==> config.mk <==
export PLATFORM = sky130hd
export DESIGN_NAME = nonrestoring_divider_flat
export DESIGN_NICKNAME = d
export VERILOG_FILES = /design/src/rtl/nonrestoring_divider_pkg.sv /design/src/rtl/nonrestoring_divider_if.sv /design/src/rtl/nonrestoring_divider_iter_counter.sv /design/src/rtl/nonrestoring_divider.sv /design/src/flat_wrapper.sv
export SDC_FILE = /design/constraint.sdc
export NUM_CORES = 1
export LEC_CHECK = 0
export CORE_MARGIN = 3
export CORE_UTILIZATION = 45
export CTS_BUF_LIST = sky130_fd_sc_hd__clkbuf_8
export DETAILED_ROUTE_END_ITERATION = 8
export PLACE_DENSITY = 0.65
export SKIP_CTS_REPAIR_TIMING = 1
export SLEW_MARGIN = 20
export SYNTH_ARGS = -nofsm -noshare
export SYNTH_HDL_FRONTEND = slang
export SYNTH_SLANG_ARGS = --single-unit
==> constraint.sdc <==
create_clock -name clk -period 5.33 [get_ports clk]
set_clock_uncertainty 0.15 [all_clocks]
set_input_delay 1.066 -clock clk [delete_from_list [all_inputs] [get_ports clk]]
set_output_delay 1.066 -clock clk [all_outputs]
set_load 0.05 [all_outputs]
==> src/rtl/nonrestoring_divider_pkg.sv <==
// Shared types and constants for the radix-2 non-restoring divider.
package div_pkg;

    localparam int DIV_WIDTH = 32;

    // Iteration counter width; WIDTH is at least 4, so the result is always >= 2.
    function automatic int cnt_w(input int w);
        return $clog2(w);
    endfunction

    localparam int DIV_CNT_W = cnt_w(DIV_WIDTH);

    typedef enum logic [1:0] {
        IDLE = 2'd0,
        RUN  = 2'd1,
        FIX  = 2'd2,
        DONE = 2'd3
    } div_state_e;

endpackage

==> src/rtl/nonrestoring_divider_if.sv <==
// Start/ready request bus between the issuing pipeline (master) and the divider (slave).
// The remainder signal exists only when DIV_REMAINDER_EN is defined.
interface nonrestoring_divider_if #(
    parameter int WIDTH = div_pkg::DIV_WIDTH
);
    // Handshake: start is sampled only while the divider is IDLE. Operands are
    // captured on that edge and may change afterwards. ready is a one-cycle
    // pulse; quotient/exception (and remainder) are valid during it and held
    // until the next result is produced.
    logic             start;
    logic [WIDTH-1:0] dividend;
    logic [WIDTH-1:0] divisor;
    logic [WIDTH-1:0] quotient;
    logic             exception;
    logic             ready;
    logic             busy;
`ifdef DIV_REMAINDER_EN
    logic [WIDTH-1:0] remainder;
`endif

    modport master (
        output start, dividend, divisor,
        input  quotient, exception, ready, busy
`ifdef DIV_REMAINDER_EN
        , input remainder
`endif
    );

    modport slave (
        input  start, dividend, divisor,
        output quotient, exception, ready, busy
`ifdef DIV_REMAINDER_EN
        , output remainder
`endif
    );

endinterface

==> src/rtl/nonrestoring_divider_iter_counter.sv <==
// Iteration counter shared in shape with the multiplier: counts 0..WIDTH-1 while enabled.
module div_iter_counter
    import div_pkg::*;
#(
    parameter  int WIDTH = DIV_WIDTH,
    localparam int CW    = cnt_w(WIDTH)
) (
    input  logic          clk,
    input  logic          clr,
    input  logic          en_i,
    output logic [CW-1:0] count_o,
    output logic          last_o
);

    logic [CW-1:0] count_q, count_d;

    assign last_o  = (count_q == CW'(WIDTH - 1));
    assign count_o = count_q;

    // Wraps to zero after the last iteration so the next operation starts clean.
    always_comb begin
        count_d = count_q;
        if (en_i) begin
            count_d = last_o ? '0 : count_q + 1'b1;
        end
    end

    always_ff @(posedge clk) begin
        if (!clr) begin
            count_q <= '0;
        end else begin
            count_q <= count_d;
        end
    end

endmodule

==> src/rtl/nonrestoring_divider.sv <==
// Sequential signed divider, one quotient bit per cycle (radix-2 non-restoring).
// Optional remainder output enabled by defining DIV_REMAINDER_EN.
module nonrestoring_divider
    import div_pkg::*;
#(
    parameter  int WIDTH = DIV_WIDTH,
    localparam int CW    = cnt_w(WIDTH)
) (
    input  logic                   clk,
    input  logic                   clr,
    nonrestoring_divider_if.slave  bus,
    output div_state_e             dbg_state_o,
    output logic [CW-1:0]          dbg_count_o
);

    div_state_e       state_q, state_d;
    logic [WIDTH:0]   r_q, r_d;          // signed partial remainder
    logic [WIDTH-1:0] q_q, q_d;          // dividend magnitude shifting into quotient bits
    logic [WIDTH-1:0] d_q, d_d;          // divisor magnitude
    logic             qneg_q, qneg_d;
    logic [WIDTH-1:0] quot_q, quot_d;
    logic             exc_q, exc_d;
`ifdef DIV_REMAINDER_EN
    logic             rneg_q, rneg_d;
    logic [WIDTH-1:0] rem_q, rem_d;
`endif

    logic             cnt_en;
    logic             cnt_last;
    logic [CW-1:0]    cnt;

    logic [WIDTH-1:0] dividend_abs;
    logic [WIDTH-1:0] divisor_abs;
    logic [WIDTH:0]   r_shift;
    logic [WIDTH:0]   r_step;
    logic [WIDTH:0]   r_fix;

    div_iter_counter #(.WIDTH(WIDTH)) u_cnt (
        .clk     (clk),
        .clr     (clr),
        .en_i    (cnt_en),
        .count_o (cnt),
        .last_o  (cnt_last)
    );

    assign cnt_en = (state_q == RUN);

    // Magnitudes are unsigned WIDTH bits, so negating the most negative value is exact.
    assign dividend_abs = bus.dividend[WIDTH-1] ? -bus.dividend : bus.dividend;
    assign divisor_abs  = bus.divisor[WIDTH-1]  ? -bus.divisor  : bus.divisor;

    assign r_shift = {r_q[WIDTH-1:0], q_q[WIDTH-1]};
    assign r_step  = r_q[WIDTH] ? (r_shift + {1'b0, d_q}) : (r_shift - {1'b0, d_q});
    assign r_fix   = r_q[WIDTH] ? (r_q + {1'b0, d_q}) : r_q;

    always_comb begin
        state_d = state_q;
        r_d     = r_q;
        q_d     = q_q;
        d_d     = d_q;
        qneg_d  = qneg_q;
        quot_d  = quot_q;
        exc_d   = exc_q;
`ifdef DIV_REMAINDER_EN
        rneg_d  = rneg_q;
        rem_d   = rem_q;
`endif
        case (state_q)
            IDLE: begin
                if (bus.start) begin
                    if (bus.divisor == '0) begin
                        quot_d  = '0;
                        exc_d   = 1'b1;
`ifdef DIV_REMAINDER_EN
                        rem_d   = bus.dividend;
`endif
                        state_d = DONE;
                    end else begin
                        r_d     = '0;
                        q_d     = dividend_abs;
                        d_d     = divisor_abs;
                        qneg_d  = bus.dividend[WIDTH-1] ^ bus.divisor[WIDTH-1];
`ifdef DIV_REMAINDER_EN
                        rneg_d  = bus.dividend[WIDTH-1];
`endif
                        exc_d   = 1'b0;
                        state_d = RUN;
                    end
                end
            end
            RUN: begin
                r_d = r_step;
                q_d = {q_q[WIDTH-2:0], ~r_step[WIDTH]};
                if (cnt_last) begin
                    state_d = FIX;
                end
            end
            FIX: begin
                r_d     = r_fix;
                quot_d  = qneg_q ? -q_q : q_q;
`ifdef DIV_REMAINDER_EN
                rem_d   = rneg_q ? -r_fix[WIDTH-1:0] : r_fix[WIDTH-1:0];
`endif
                state_d = DONE;
            end
            DONE: begin
                state_d = IDLE;
            end
            default: begin
                state_d = IDLE;
            end
        endcase
    end

    always_ff @(posedge clk) begin
        if (!clr) begin
            state_q <= IDLE;
            r_q     <= '0;
            q_q     <= '0;
            d_q     <= '0;
            qneg_q  <= 1'b0;
            quot_q  <= '0;
            exc_q   <= 1'b0;
`ifdef DIV_REMAINDER_EN
            rneg_q  <= 1'b0;
            rem_q   <= '0;
`endif
        end else begin
            state_q <= state_d;
            r_q     <= r_d;
            q_q     <= q_d;
            d_q     <= d_d;
            qneg_q  <= qneg_d;
            quot_q  <= quot_d;
            exc_q   <= exc_d;
`ifdef DIV_REMAINDER_EN
            rneg_q  <= rneg_d;
            rem_q   <= rem_d;
`endif
        end
    end

    assign bus.quotient  = quot_q;
    assign bus.exception = exc_q;
    assign bus.ready     = (state_q == DONE);
    assign bus.busy      = (state_q == RUN) || (state_q == FIX);
`ifdef DIV_REMAINDER_EN
    assign bus.remainder = rem_q;
`endif

    assign dbg_state_o = state_q;
    assign dbg_count_o = cnt;

endmodule

==> src/flat_wrapper.sv <==
// flat-port wrapper written by rule: the top's interface ports become plain ports
module nonrestoring_divider_flat import div_pkg::*;
#(
    parameter  int WIDTH = DIV_WIDTH,
    localparam int CW    = cnt_w(WIDTH)
)
  (clk, clr, dbg_state_o, dbg_count_o, bus_start, bus_dividend, bus_divisor, bus_quotient, bus_exception, bus_ready, bus_busy);
  nonrestoring_divider_if #(.WIDTH(WIDTH)) bus_i ();
  input  logic clk;
  input  logic clr;
  output div_state_e dbg_state_o;
  output logic [CW-1:0] dbg_count_o;
  input wire logic [$bits(bus_i.start)-1:0] bus_start;
  input wire logic [$bits(bus_i.dividend)-1:0] bus_dividend;
  input wire logic [$bits(bus_i.divisor)-1:0] bus_divisor;
  output wire logic [$bits(bus_i.quotient)-1:0] bus_quotient;
  output wire logic [$bits(bus_i.exception)-1:0] bus_exception;
  output wire logic [$bits(bus_i.ready)-1:0] bus_ready;
  output wire logic [$bits(bus_i.busy)-1:0] bus_busy;
  assign bus_i.start = bus_start;
  assign bus_i.dividend = bus_dividend;
  assign bus_i.divisor = bus_divisor;
  assign bus_quotient = bus_i.quotient;
  assign bus_exception = bus_i.exception;
  assign bus_ready = bus_i.ready;
  assign bus_busy = bus_i.busy;
  nonrestoring_divider #(.WIDTH(WIDTH)) u_core (.clk(clk), .clr(clr), .bus(bus_i), .dbg_state_o(dbg_state_o), .dbg_count_o(dbg_count_o));
endmodule
==> flow_metrics.tcl <==
set metrics [dict create \
    yosys-top-cells-count "nand2_1 (202), dfxtp_1 (138), o21ai_0 (111), xor2_1 (91)" \
    worstPathMaxFanout 8 \
    vias 11089 \
    yosys.area.top_type_share 0.242 \
    critPathLaunchType "flip-flop" \
    cts_tree "yes" \
    drv_slew 0 \
    path_clk_slew_ns 0.09 \
    reg2reg_from "u_core.d_q[2]" \
    start_util 0.464 \
    endpoint_kind "flip-flop" \
    final.setup.tns_ns 0 \
    ir_drop_v 0.000251 \
    async_flop_share 0 \
    first_pass_iters 5 \
    die_x_um 165 \
    grt_max_degree 92 \
    busiest_layer "met2" \
    period_share 0.901 \
    antenna_cells 0 \
    grtUsageMet2 0.403 \
    slew_headroom 0.322 \
    placed_cells 1860 \
    wire_per_inst_um 17.6 \
    drt_iter0_markers 745 \
    syn-instance-count 1476 \
    cts_root_buffer "clkbuf_8" \
    synth_ff_type "dfxtp_1" \
    yosysWarnings 0 \
    drive_gt1_frac 0.0504 \
    nets 1699 \
    maxCapViolCount 0 \
    rsz0062_at_grt "no" \
    met3_usage 0.0392 \
    power.total_w 0.00616 \
    min_period_ns 4.80 \
    hold_end "u_core.bus.quotient[6]" \
    outcome "completed" \
    syn_avg_cell_area_um2 7.73 \
    hold_start "u_core.bus.quotient[6]" \
    grt_overflow 0 \
    ys_seq_elements 138 \
    grt_pass1_wl_um 54800 \
    finalSetupViolCount 0 \
    hold_depth 2 \
    rrSetupSlack_ns 0.53 \
    cts_inserted_buffers 17 \
    critPathKind "reg -> reg" \
    synthesis.nets 1620 \
    cts_sinks 138 \
    required_ns 5.54 \
    ant_nets 0 \
    dieArea_um2 27300 \
    core_area_um2 24600 \
    via_per_inst 5.86 \
    synthToLayoutAreaGrowth_pct 15.9 \
    ys_seq_area_frac 0.242 \
    clockBufferDepth 2 \
    drt-total-wl_um 33400 \
    synth-edff-count 0 \
    cp_data_arrival_time_ns 5.01 \
    grt_pass1_vias 10609 \
    fin_cells 1892 \
    io_buffers 108 \
    synth_top_area_cell "dfxtp_1" \
    synth_cell_types 67 \
    fmax_mhz 208 \
    die_y_um 165 \
    synthMostInstantiatedCell "nand2_1" \
    hp-class "reg -> reg" \
    ios 109 \
    synthTopCellsByArea "dfxtp_1 (24%), ha_1 (8.2%), xor2_1 (7.0%)" \
    hold_violations 0 \
    worstMarginPinSlew_ns 1.02 \
    reg2regPathDepth 18 \
    hpwl_um 25200 \
    grt_use_total 0.248 \
    r2r-end "u_core.q_q[0]" \
    clock_latency_ns 0.47 \
    drcViolationCount 0 \
    antenna_found_initial 0 \
    power.density_nw_per_um2 466 \
    grtUsageMet1 0.338 \
    rows 57 \
    place_congestion 0.904 \
    p_leak_nw 5.49 \
    syn-cell-area_um2 11400 \
    htreeDepth 4 \
]
## worst max path at each step
stage | end | slack, ns | startpoint
floorplan | u_core.q_q[0] | 1.21 | u_core.d_q[1]
global placement | u_core.r_q[29] | 0.63 | bus_divisor[24]
detailed placement | u_core.r_q[29] | 0.62 | bus_divisor[24]
CTS | u_core.q_q[0] | 0.61 | u_core.d_q[2]
global route | u_core.q_q[0] | 0.12 | u_core.d_q[2]
finish | u_core.q_q[0] | 0.53 | u_core.d_q[2]
## cells by family after synthesis
logic type | Yosys count | share of synthesized area
xor gates and xnor gates | 171 | 0.131
adders and majority gates | 77 | 0.0858
buffers and inverters | 101 | 0.0333
AOI/OAI and AO/OA | 493 | 0.297
DFF | 138 | 0.242
and+or+nand+nor | 487 | 0.202
muxes | 9 | 0.00801
## area by class of cell
type                       count  area, um^2
clock buffer                  18         248
timing repair buffer         131        1260
inverter                      30         113
tap                          324         405
fill                        2384       11400
multi-input combinational   1237        8280
clock inverter                14         160
sequential                   138        2760
## layer usage
metal	vias to the layer above	routed length (um)
li1	5566	-
met1	5163	15800
met2	319	15200
met3	41	1560
met4	0	790
met5	-	0
## cells in the final DEF, fill, tap and decap left out, types with 65 or more instances in the layout
| cell | n |
|---|---|
| o21ai_0 | 110 |
| dfxtp_1 | 138 |
| ha_1 | 75 |
| xnor2_1 | 80 |
| a21oi_1 | 79 |
| nor2_1 | 70 |
| clkdlybuf4s50_1 | 106 |
| xor2_1 | 91 |
| nand3_1 | 65 |
| nand2_1 | 202 |
## metrics by stage
stage	setup WS (ns)	hold WS (ns)	util	area (um^2)
finish	0.530	0.314	0.538	13200
global route	0.117	0.339	0.538	13200
CTS	0.611	0.318	0.538	13200
detailed placement	0.616	0.308	0.521	12800
global placement	0.632	0.300	0.521	12800
floorplan	1.21	0.307	-	11400
## critical path, stage by stage (launching register included)
cell      delay [ns]
dfxtp_1         0.39
or4_1           0.69
nor3_1          0.29
nand2_1         0.12
nor2_1          0.25
a21o_1          0.23
o21ai_0         0.20
o21bai_1        0.23
xor2_1          0.16
ha_1            0.40
a21oi_1         0.27
o21ai_0         0.13
a31oi_1         0.22
o221ai_1        0.15
a21oi_1         0.16
o41ai_1         0.10
xnor2_1         0.25
a21oi_1         0.10
o21ba_2         0.21
## sequential cells by signal, indices dropped and copies added (netlist names)
signal and cells:
u_core.d_q 32, u_core.u_cnt.count_o 5, u_core.qneg_q 1, u_core.dbg_state_o 2, u_core.bus.exception 1, u_core.q_q 32, u_core.bus.quotient 32, u_core.r_q 33
## power breakdown
| part | internal (W) | switching (W) |
|---|---|---|
| registers | 0.00123 | 0.000324 |
| clock network | 0.000440 | 0.000479 |
| logic | 0.00145 | 0.00225 |
| total | 0.00311 | 0.00305 |
No activity file was read; power rests on OpenSTA's default activity.
==> patch 1: new RTL, config.mk and constraints unchanged <==
The package constant `DIV_WIDTH` goes from 32 to 28.
--- a/src/rtl/nonrestoring_divider_pkg.sv
+++ b/src/rtl/nonrestoring_divider_pkg.sv
@@ -1,7 +1,7 @@
 // Shared types and constants for the radix-2 non-restoring divider.
 package div_pkg;
 
-    localparam int DIV_WIDTH = 32;
+    localparam int DIV_WIDTH = 28;
 
     // Iteration counter width; WIDTH is at least 4, so the result is always >= 2.
     function automatic int cnt_w(input int w);
Interface: changed (resized bus_dividend, bus_divisor and bus_quotient); port bits go from 109 to 97. The function was not compared with the original's and may differ.
==> patch 1 against the unedited design <==
- sequential power fell by 11%
- power fell by 8.8%
- largest cell class unchanged
- routed wire length decreased by 13%
- clock power down 17%
- die area is 12% lower
- synthesized cell count fell by 11%
- design area shrank 13%
- final cell count is 12% lower
- non-clock buffer count fell by 15
- area after synthesis decreased by 13%
- worst setup slack better by 0.26 ns
- combinational power down 5.4%
- highest routed layer is now met5
- sequential cell count shrank 16
==> patch 1: results (changes against the unedited design) <==
The kind of cell adding the most delay to the critical path is simple AND/OR/NAND/NOR gates. The detailed-route vias per instance came out at 5.79 (-1.2%). The met3 layer usage reported by global route is 0.0534 (+0.0143). The fraction of cell area in non-clock buffers is 0.0967 (+0.00151). The non-clock inverter count in the final layout came to 35 (+17%). The flow ran to the end, and the final reports show no timing, DRC or antenna violations. The initial antenna violation count came out at 1 (+1). The multi-input combinational cell area came out at 7110 µm² (-14%). The cell count of the worst reg-to-reg path is 16 (-2). The routed wire length on met3 is 1590 µm (+1.9%).

Counting instances in the post-synthesis netlist gives the leading cell types as 168 x sky130_fd_sc_hd__nand2_1, 123 x sky130_fd_sc_hd__a21oi_1, 122 x sky130_fd_sc_hd__dfxtp_1, 107 x sky130_fd_sc_hd__nor2_1, 83 x sky130_fd_sc_hd__o21ai_0. The maximum number of pins on one net before global-route repair is 58 (-37%). The clock network area share was 0.0308 (about the same). After synthesis, the cell types taking the most area are sky130_fd_sc_hd__dfxtp_1 25%, sky130_fd_sc_hd__ha_1 8.6%, sky130_fd_sc_hd__xor2_1 7.2%. The number of multi-input combinational cells came to 1093 (-12%).

The endpoint of the most critical setup path is u_core.r_q[28]. The sum of met2 wire segment lengths after detailed routing came out at 13700 µm (-9.8%). The number of distinct library cell variants in the gate-level netlist after synthesis is 75 (+12%). The quantity of I/O buffers inserted on ports came out at 96 (-11%). The overall routed net length came out at 28900 µm (-13%). The number of cells in the finished layout apart from fillers came to 1673 (-12%).

The share of cell area taken by muxes after synthesis is 0.00516 (-0.00285). The net count of the finished layout came out at 1514 (-11%). The portion of the post-synthesis area used by sequential elements was 0.246 (+0.00338). The adder and majority gate portion of the synthesized area is 0.0896 (+0.00380).

The number of instances in the placed design came out at 1641 (-12%). The fraction of the mapped netlist area in compound gates came out at 0.269 (-0.0278). The sequential fraction of total cell area is 0.212 (+0.00364). The switching part of the total power came to 0.507 (+0.0124).

The final-layout fill cell count came out at 2126 (-11%). The iteration-0 DRC count of the detailed router came out at 599 (-20%). The peak fanout along the critical path is 7 (-1). The global-route wire length before repair came out at 48000 µm (-13%). The flip-flop count of the largest register after layout is 29 (-12%).

The number of signal-net buffers in the layout is 116 (-11%). The post-detailed-placement half-perimeter wirelength was 22000 µm (-13%). The register-to-register setup slack was 0.79 ns (+0.26 ns).

The topmost layer with routed signal wires is met5. The delay of the slowest cell on the worst path is 0.54 ns (-0.15 ns). The number of clock sinks seen by CTS came out at 122 (-12%).
## patch 1: cell types whose count changed in the layout (fill, tap and decap cells not counted), sizes merged, moves of 20 or more
cell / change
nor2: +36
o211a: -34
a21boi: -44
o21ai: -28
nand3: -20
a211oi: +27
nand2: -33
a21oi: +44
## patch 1: per-stage QoR
step                      cell area [µm²]  hold WS [ns]  utilization  total power [mW]  setup slack [ns]
final                               11500         0.304        0.538              5.62             0.793
after global placement              11100         0.292        0.522              4.81             0.783
after floorplan                      9950         0.299            -              3.93              1.30
after CTS                           11500         0.308        0.538              5.61             0.868
after detailed placement            11100         0.295        0.522              4.83             0.699
after global routing                11500         0.329        0.538              6.12             0.392
## patch 1: power groups by stage
stage	sequential, mW	clock [mW]	combinational (mW)
6_report	1.38	0.759	3.49
5_1_grt	1.41	0.812	3.89
4_1_cts	1.37	0.777	3.46
3_5_place_dp	1.39	0	3.44
3_3_place_gp	1.39	0	3.43
2_1_floorplan	1.34	0	2.59
==> patch 2: new RTL, config.mk and constraints unchanged <==
Made on the original files. Register the output `dbg_state_o` once more; this adds one clock of latency there. The other outputs are not delayed to match.
--- a/src/rtl/nonrestoring_divider.sv
+++ b/src/rtl/nonrestoring_divider.sv
@@ -148,7 +148,9 @@
     assign bus.remainder = rem_q;
 `endif
 
-    assign dbg_state_o = state_q;
+    always_ff @(posedge clk) begin
+        dbg_state_o <= state_q;
+    end
     assign dbg_count_o = cnt;
 
 endmodule
Behaviour: not the same (a bounded check fails within 4 cycles, from zero or initial values).
==> patch 2 against the unedited design <==
- sequential cell count up 2
- routed wire length shrank 3.7%
- global-route usage fell by 2.3 points
- worst setup slack improved by 0.15 ns
- power up 2.3%
- design area up 1.1%
- area after synthesis rose by 1.7%
- clock power fell by 2.9%
- critical endpoint is now u_core.r_q[30]
==> patch 2: results (changes against the unedited design) <==
The post-detailed-placement half-perimeter wirelength came out at 24700 µm (-2.1%). On the critical path, the stage with the largest delay is an instance of sky130_fd_sc_hd__or3b_2. The number of global-route vias before repair was 10065 (-5.1%). The synthesized net count came out at 1671 (+3.1%). The required time reported for the critical path endpoint is 5.50 ns (-0.04 ns).

After synthesis, the most frequently instantiated cells are 192 x sky130_fd_sc_hd__nand2_1, 140 x sky130_fd_sc_hd__dfxtp_1, 111 x sky130_fd_sc_hd__o21ai_0, 102 x sky130_fd_sc_hd__a21oi_1, 97 x sky130_fd_sc_hd__nor2_1. The global-route met2 utilization is 0.360 (-0.0436). The tap cell instance count is 330 (+1.9%). The number of synthesized register bits is 140 (+1.4%). The setup slack at placement came out at 0.617 ns (+0.000762 ns). The overall routed net length is 32100 µm (-3.7%). The share of the final layout cell area in multi-input gates came out at 0.628 (+0.00224). The clock network area share came out at 0.0298 (-0.00107). The share of cell area taken by muxes after synthesis is 0.0158 (+0.00775). In the post-synthesis netlist, the biggest area contributors are sky130_fd_sc_hd__dfxtp_1 24%, sky130_fd_sc_hd__ha_1 8.3%, sky130_fd_sc_hd__xor2_1 7.1%. The leakage power figure is 5.61 nW (+2.1%). The switching part of the total power came out at 0.492 (-0.00268).

The routability congestion estimate came out at 0.920 (+1.8%). The layout cell share with drive strength beyond 1 came to 0.0460 (-0.00436). The non-clock inverter count in the final layout came out at 36 (+20%). The maximum ir drop on the vdd rail is 0.245 mV (-2.4%).

The run finished with clean final reports. The delay of the slowest cell on the worst path is 0.49 ns (-0.20 ns). The adder and majority gate portion of the synthesized area is 0.0865 (+0.000761). The all-layer global routing usage is 0.225 (-0.0232). The global routing met1 resource utilization is 0.325 (-0.0132). The detailed-route vias per instance is 5.71 (-2.6%).

The relative slew slack came out at 0.271 (-0.0515). Among cell families on the critical path, the largest total delay comes from simple AND/OR/NAND/NOR gates. The maximum number of pins on one net before global-route repair is 75 (-18%).

The share of the synthesized netlist area taken by xor and xnor gates is 0.130 (-0.00138). The iteration-0 DRC count of the detailed router is 851 (+14%). The peak fanout along the critical path is 7 (-1). The global-route wire length before repair is 52400 µm (-4.4%). The portion of the post-synthesis area used by sequential elements came out at 0.242 (-0.000493). The sequential fraction of total cell area is 0.210 (+0.000806). The cell count after synthesis is 1525 (+3.3%). The number of cells in the finished layout apart from fillers is 1938 (+2.4%). The fraction of cell area in non-clock buffers came out at 0.0914 (-0.00381). The met3 layer usage reported by global route is 0.0254 (-0.0138). The utilization of the core after routing came out at 0.529 (-0.00828).
[patch 2: path summary, 6_finish.rpt]
kind	startpoint	end	slack [ns]	cells after the start
worst max-delay path	u_core.d_q[2]	u_core.r_q[30]	0.68	18
worst min-delay path	u_core.state_q[0]	u_core.dbg_state_o[0]	0.28	0
worst max register to register	u_core.d_q[2]	u_core.r_q[30]	0.68	18
worst min register to register	u_core.state_q[0]	u_core.dbg_state_o[0]	0.28	0
[patch 2: per-layer routing]
metal / vias to the layer above / share of wire
li1: 5646 / -
met1: 5155 / 0.50
met2: 224 / 0.45
met3: 34 / 0.037
met4: 0 / 0.017
met5: - / 0
[patch 2: power groups by stage]
| stage | Clock [mW] | Sequential [mW] | Combinational [mW] |
|---|---|---|---|
| detailed placement | 0 | 1.61 | 3.78 |
| finish | 0.892 | 1.60 | 3.82 |
| global route | 0.959 | 1.63 | 4.27 |
| floorplan | 0 | 1.53 | 2.92 |
| global placement | 0 | 1.61 | 3.76 |
| CTS | 0.907 | 1.59 | 3.80 |
